### src/rtl/tetris_board_renderer.sv
// tetris_board_renderer: renders a double-buffered Tetris board from VGA pixel counters with a fixed 2-clock latency
// Ports: clk/rst (async, active-high); pix_x/pix_y/blank_n_in/hs_in/vs_in from the timing generator;
// wr_valid/wr_ready/wr_col/wr_row/wr_color write a back-buffer cell; commit_req/commit_ack publish the back buffer
// at vblank start; vga_HS/vga_VS/vga_BLANK_N/R/G/B are the re-timed outputs.
module tetris_board_renderer #(
    parameter int BOARD_COLS = 10,
    parameter int BOARD_ROWS = 20,
    parameter int CELL_LOG2  = 4,
    parameter int ORIGIN_X   = 240,
    parameter int ORIGIN_Y   = 80,
    parameter int V_ACTIVE   = 480
) (
    input  logic       clk,
    input  logic       rst,
    input  logic [9:0] pix_x,
    input  logic [9:0] pix_y,
    input  logic       blank_n_in,
    input  logic       hs_in,
    input  logic       vs_in,
    input  logic       wr_valid,
    output logic       wr_ready,
    input  logic [3:0] wr_col,
    input  logic [4:0] wr_row,
    input  logic [2:0] wr_color,
    input  logic       commit_req,
    output logic       commit_ack,
    output logic       vga_HS,
    output logic       vga_VS,
    output logic       vga_BLANK_N,
    output logic [7:0] R,
    output logic [7:0] G,
    output logic [7:0] B
);
    localparam int CELLS = BOARD_COLS * BOARD_ROWS;
    localparam int IW = $clog2(CELLS);
    typedef enum logic [1:0] {IDLE, PENDING, COPY} state_t;
    state_t state;
    logic disp_sel;
    logic [IW-1:0] cnt;
    logic [2:0] bank [2][CELLS];
    logic [10:0] rx, ry;
    logic in_board, wr_in_range;
    logic [IW-1:0] pix_idx, wr_idx;
    logic [2:0] s1_color;
    logic s1_in, s1_edge, s1_bn, s1_hs, s1_vs;
    logic [23:0] pal, rgb;
    // Pixels left of / above the origin wrap to large values, so one unsigned compare per axis suffices.
    always_comb begin
        rx = {1'b0, pix_x} - 11'(ORIGIN_X);
        ry = {1'b0, pix_y} - 11'(ORIGIN_Y);
        in_board = rx < 11'(BOARD_COLS << CELL_LOG2) && ry < 11'(BOARD_ROWS << CELL_LOG2);
        pix_idx = in_board ? IW'(ry >> CELL_LOG2) * IW'(BOARD_COLS) + IW'(rx >> CELL_LOG2) : '0;
        wr_in_range = int'(wr_col) < BOARD_COLS && int'(wr_row) < BOARD_ROWS;
        wr_idx = IW'(wr_row) * IW'(BOARD_COLS) + IW'(wr_col);
    end
    always_comb begin
        case (s1_color)
            3'd1:    pal = 24'h00FFFF;
            3'd2:    pal = 24'hFFFF00;
            3'd3:    pal = 24'hA000F0;
            3'd4:    pal = 24'h00F000;
            3'd5:    pal = 24'hF00000;
            3'd6:    pal = 24'h0000F0;
            3'd7:    pal = 24'hF0A000;
            default: pal = s1_edge ? 24'h202020 : 24'h000000;
        endcase
        rgb = s1_bn && s1_in ? pal : 24'h0;
    end
    always_ff @(posedge clk or posedge rst) begin
        if (rst) begin
            s1_color <= '0;
            s1_in <= 1'b0;
            s1_edge <= 1'b0;
            s1_bn <= 1'b0;
            s1_hs <= 1'b1;
            s1_vs <= 1'b1;
            {R, G, B} <= '0;
            vga_HS <= 1'b1;
            vga_VS <= 1'b1;
            vga_BLANK_N <= 1'b0;
        end else begin
            s1_color <= bank[disp_sel][pix_idx];
            s1_in <= in_board;
            s1_edge <= pix_x[CELL_LOG2-1:0] == '0 || pix_y[CELL_LOG2-1:0] == '0;
            s1_bn <= blank_n_in;
            s1_hs <= hs_in;
            s1_vs <= vs_in;
            {R, G, B} <= rgb;
            vga_HS <= s1_hs;
            vga_VS <= s1_vs;
            vga_BLANK_N <= s1_bn;
        end
    end
    // After the swap, the copy refreshes the new back bank from the new front so edits start from what is shown.
    always_ff @(posedge clk or posedge rst) begin
        if (rst) begin
            state <= IDLE;
            disp_sel <= 1'b0;
            cnt <= '0;
            wr_ready <= 1'b1;
            commit_ack <= 1'b0;
            for (int i = 0; i < CELLS; i++) begin
                bank[0][i] <= '0;
                bank[1][i] <= '0;
            end
        end else begin
            commit_ack <= 1'b0;
            if (wr_valid && wr_ready && wr_in_range)
                bank[~disp_sel][wr_idx] <= wr_color;
            case (state)
                IDLE:
                    if (commit_req) begin
                        state <= PENDING;
                        wr_ready <= 1'b0;
                    end
                PENDING:
                    if (pix_y == 10'(V_ACTIVE) && pix_x == '0) begin
                        disp_sel <= ~disp_sel;
                        cnt <= '0;
                        state <= COPY;
                    end
                COPY: begin
                    bank[~disp_sel][cnt] <= bank[disp_sel][cnt];
                    if (cnt == IW'(CELLS - 1)) begin
                        state <= IDLE;
                        wr_ready <= 1'b1;
                        commit_ack <= 1'b1;
                    end else
                        cnt <= cnt + 1'b1;
                end
                default: state <= IDLE;
            endcase
        end
    end
endmodule
### config.mk
export PLATFORM = sky130hd
export DESIGN_NAME = tetris_board_renderer
export DESIGN_NICKNAME = d
export VERILOG_FILES = /design/src/rtl/tetris_board_renderer.sv
export SDC_FILE = /design/constraint.sdc
export NUM_CORES = 2
export LEC_CHECK = 0
export BUFFER_PORTS_ARGS = -buffer_cell sky130_fd_sc_hd__buf_2
export CAP_MARGIN = 10
export CORE_MARGIN = 10
export CORE_UTILIZATION = 40
export CTS_BUF_LIST = sky130_fd_sc_hd__clkbuf_8 sky130_fd_sc_hd__clkbuf_16
export DETAILED_ROUTE_END_ITERATION = 8
export GPL_ROUTABILITY_DRIVEN = 0
export HOLD_SLACK_MARGIN = 0.1
export PLACE_DENSITY = 0.53
export SLEW_MARGIN = 20
export SYNTH_ARGS = -nofsm -noshare
export SYNTH_HDL_FRONTEND = slang
export SYNTH_SLANG_ARGS = --single-unit
### constraint.sdc
create_clock -name clk -period 47.1 [get_ports clk]
set_input_delay 4.71 -clock clk [delete_from_list [all_inputs] [get_ports clk]]
set_output_delay 4.71 -clock clk [all_outputs]
set_load 0.1 [all_outputs]
==> summary.txt <==
RUN STATUS
--------------------------------------------------------------------------------------------
Status                                                                          finished, final reports clean

DRT
--------------------------------------------------------------------------------------------
Drt first-iter violations                                                               9099
Via Count                                                                              71509
Number of nets with antenna violations after detailed routing                              0
Detailed-router iteration count before antenna repair                                      6
Detail-routed via count per cell                                                        6.65
DR DRC count                                                                               0
Routed length per placed instance                                                    33.7 µm
Routed wire length                                                                    362 mm

POWER AND IR DROP
--------------------------------------------------------------------------------------------
Total power per unit cell area                                                   28.1 nW/µm²
Largest vdd supply drop                                                            0.0416 mV
Static leakage                                                                     0.0367 µW

SETUP PATH
--------------------------------------------------------------------------------------------
Worst path slowest cell                                                         sky130_fd_sc_hd__ha_2
Data arrival, critical path                                                         12000 ps
Reg2reg start                                                                       disp_sel
End of the worst register-to-register path                                         bank[494]
Largest delay contributor family on the critical path                           simple AND/OR/NAND/NOR gates
Length in cells of the worst reg-to-reg path                                              14
Data required time of the critical path                                             47830 ps
Sort of element at the end of the critical path                                     register
Worst path buffer plus inverter count                                                      6
Cell seen most often among critical-path stages                                 sky130_fd_sc_hd__buf_4
Max stage delay on crit path                                                          730 ps
Kind of critical path                                                           input pin to register
Highest net fanout along the worst path                                                   23
Critical Path, Cell by Cell                                                     buf_2 > buf_4 > clkinv_1 > buf_4 > ha_1 > ha_2 > buf_4 > nand2_1 > nor4_2 > nand3_2 > buf_4 > o221ai_1 > a211oi_1 > a311o_1 > or4_1 > o41ai_1 > nand3_1 > o31ai_1
Setup slack on the worst flop-to-flop path                                          37740 ps
CP Launch Type                                                                     input pin

CLOCK NETWORK
--------------------------------------------------------------------------------------------
Max clock buf depth                                                                        3
TritonCTS clock tree                                                                   built
Clk Latency, worst-skew pair                                                          840 ps
Clock-pin slew on the worst setup and hold paths                                       60 ps
Total CTS buffers                                                                        153
Post-CTS setup repair buffer count                                                         0
# H-tree levels                                                                            4
Clock net sink count                                                                    1235
Library cell used as clock root buffer                                          sky130_fd_sc_hd__clkbuf_16
Post-CTS Resized                                                                           0
Post-CTS Hold Buffers                                                                      0

GLOBAL ROUTING
--------------------------------------------------------------------------------------------
Wire length of the first global-routing pass                                          515 mm
Total Routing Usage GR                                                                 31.4%
Remaining global-route overflow                                                            0
Number of global-route vias before repair                                              67294
Maximum number of pins on one net before global-route repair                             175
Antenna violations before repair                                                          40

TIMING
--------------------------------------------------------------------------------------------
Number of max-slew violations in the final report                                          0
Max Clk Rate                                                                      0.0888 GHz
Count of endpoints failing setup in the final report                                       0
Setup skew after layout                                                              41.7 ps
Fin worst setup slack                                                               35830 ps
Slew at the pin closest to its max-slew limit                                        1230 ps
Accumulated negative setup slack                                                        0 ps
Final-report hold violation count                                                          0
Unrepaired setup endpoints after global routing                                           no
Hold WS                                                                               355 ps
Fin crit share                                                                         23.9%
Final critical path time including I/O delays and setup                             11270 ps
Slew headroom                                                                          18.0%

YOSYS
--------------------------------------------------------------------------------------------
Warnings from Yosys                                                                        0
XOR/XNOR share of the synthesized area                                                0.384%
Mean instance size in the synthesized netlist                                       10.0 µm²
Dominant register cell in the synthesized netlist                               sky130_fd_sc_hd__dfrtp_1
Number of distinct standard cells referenced by the synthesized netlist                   80
Post-synthesis cell area                                                           82200 µm²
Post-Synth Adder-Cell Area                                                            0.539%
Share of synthesized flip-flops with an asynchronous set or reset                       100%
Flop and latch count out of synthesis                                                   1235
Post-Syn Nets                                                                           8266
Multiplexer fraction of the synthesized cell area                                      30.1%
Share of the yosys chip area belonging to registers                                    37.6%
Basic-gate share of the synthesized area counting and, or, nand and nor cells          13.8%
Count of flip-flops with a built-in enable after synthesis                                 0
Synthesized instance count                                                              8194
Complex-gate fraction of the synthesized area                                          13.7%
Combinational family with the most area after synthesis                         multiplexers

FINISH
--------------------------------------------------------------------------------------------
Area of combinational cells with multiple inputs                                   48400 µm²
Most common cell after layout, fill and taps aside                              sky130_fd_sc_hd__nand2_1
Layout overhead on the synthesized area                                                9.51%
Storage cell area                                                                  30900 µm²
Final #Nets                                                                             7995
Count of filler cells inserted in the layout                                           19247
Share of layout cells above drive strength 1                                           25.1%
Final instance area                                                                90000 µm²
Final core occ                                                                         44.0%
Commonest cells after routing, fill and taps aside                              sky130_fd_sc_hd__nand2_1, sky130_fd_sc_hd__dfrtp_1, sky130_fd_sc_hd__o21ai_0, sky130_fd_sc_hd__mux2_2, sky130_fd_sc_hd__mux4_2

FLOORPLAN
--------------------------------------------------------------------------------------------
Area of the core                                                                  205000 µm²
DIE WIDTH                                                                             473 µm
Site row count                                                                           166
Die Y                                                                                 473 µm
Starting utilization of the core area                                                  40.2%
# IOs                                                                                     68
Floorplan die area                                                                224000 µm²

PLACEMENT
--------------------------------------------------------------------------------------------
IO buf count                                                                              67
Estimated wirelength of the detail-placed design                                      228 mm
Post-Place Setup Slack                                                              35400 ps
Total placed instance area                                                         84600 µm²

JOB
--------------------------------------------------------------------------------------------
Maximum capacitance violations                                                             0

MIN PATH
--------------------------------------------------------------------------------------------
Min-Delay Endpoint                                                                    vga_VS
Worst hold path startpoint                                                             s1_vs
Min-Delay Path Class                                                            register to register
WHS Path Cells                                                                             0

-- worst max-delay path by stage --
stage,startpoint,end,slack [ps],cells past startpoint
6_report,pix_x[4],s1_color[2],35830,18
3_5_place_dp,pix_x[4],s1_color[2],35400,18
3_3_place_gp,pix_x[4],s1_color[2],35560,18
4_1_cts,pix_x[4],s1_color[2],36250,18
5_1_grt,pix_x[4],s1_color[2],36040,18
2_1_floorplan,rst,B[3],7600,1
-- kinds of logic after synthesis --
family          count (synthesis)
simple gates                 2610
buf+inv                       693
xor+xnor                       36
mux                          1651
fa+ha+maj                      33
compound gates               1936
flops                        1235
-- synth_stat cells, drive strengths merged, types with 5 or more instances --
cell type	count	area share [%]
a211oi	398	3.6
a22oi	7	0.064
nor3	50	0.31
and3	246	1.9
a21o	11	0.10
o21ai	899	5.5
clkbuf	464	2.2
mux4	566	16
and2	23	0.18
or3	6	0.046
a221oi	7	0.075
ha	29	0.44
xor2	17	0.18
o31ai	7	0.064
o221ai	16	0.17
o211ai	16	0.15
xnor2	19	0.20
dfrtp	1230	37
nand3	59	0.36
o311ai	16	0.17
a21oi	445	2.7
mux2	889	12
nor4	26	0.22
nor2	430	2.0
a211o	5	0.053
nand2	1541	7.0
nor2b	154	1.2
a2111oi	13	0.15
or4	7	0.064
nand4	31	0.24
nand2b	15	0.11
or2	7	0.053
o21bai	5	0.046
a311oi	5	0.053
dfstp	5	0.16
buf	208	1.7
o22ai	36	0.27
mux2i	196	2.4
inv	18	0.082
a31oi	16	0.12
-- state kept, by name (all words and copies together) (netlist names), 2 cells and up --
name and flops:
R 4, G 4, s1_color 3, cnt 8, bank 1200, state 2, B 3
-- worst reg2reg max path: cells and delay by family, from the launching register on --
family                 cells  cell delay (ps)
DFF                        1             1070
muxes                      2             1160
buffers and inverters      5             4180
and+or+nand+nor            1              110
AOI/OAI and AO/OA          6             2660
-- through the flow --
step	cells	total power, µW
finish	10750	2530
CTS	10730	2530
global placement	10450	1270
detailed placement	10453	1270
global route	10737	2580
floorplan	8194	1180
-- where the power goes --
part,internal (µW),switching (µW),total (µW)
registers,1060,2.68,1060
logic,35.1,165,200
clock network,746,520,1270
-- routing by layer --
| layer | share of wire, % | GRT usage (%) | up-vias |
|---|---|---|---|
| met5 | 0.054 | 0.0426 | - |
| met4 | 7.4 | 19.5 | 30 |
| met3 | 12 | 10.7 | 1080 |
| met2 | 42 | 44.9 | 4447 |
| met1 | 39 | 40.6 | 36112 |
| li1 | - | - | 29840 |
-- final cells by class --
cell class                      count  area share, %
Clock buffer                      186           4.83
Sequential cell                  1235           34.4
Clock inverter                     91           1.01
Multi-Input combinational cell   6266           53.7
Timing Repair Buffer              246           2.21
Tap cell                         2688           3.74
Inverter                           21          0.101
Antenna cell                       17         0.0472
No activity file was read; power rests on OpenSTA's default activity.
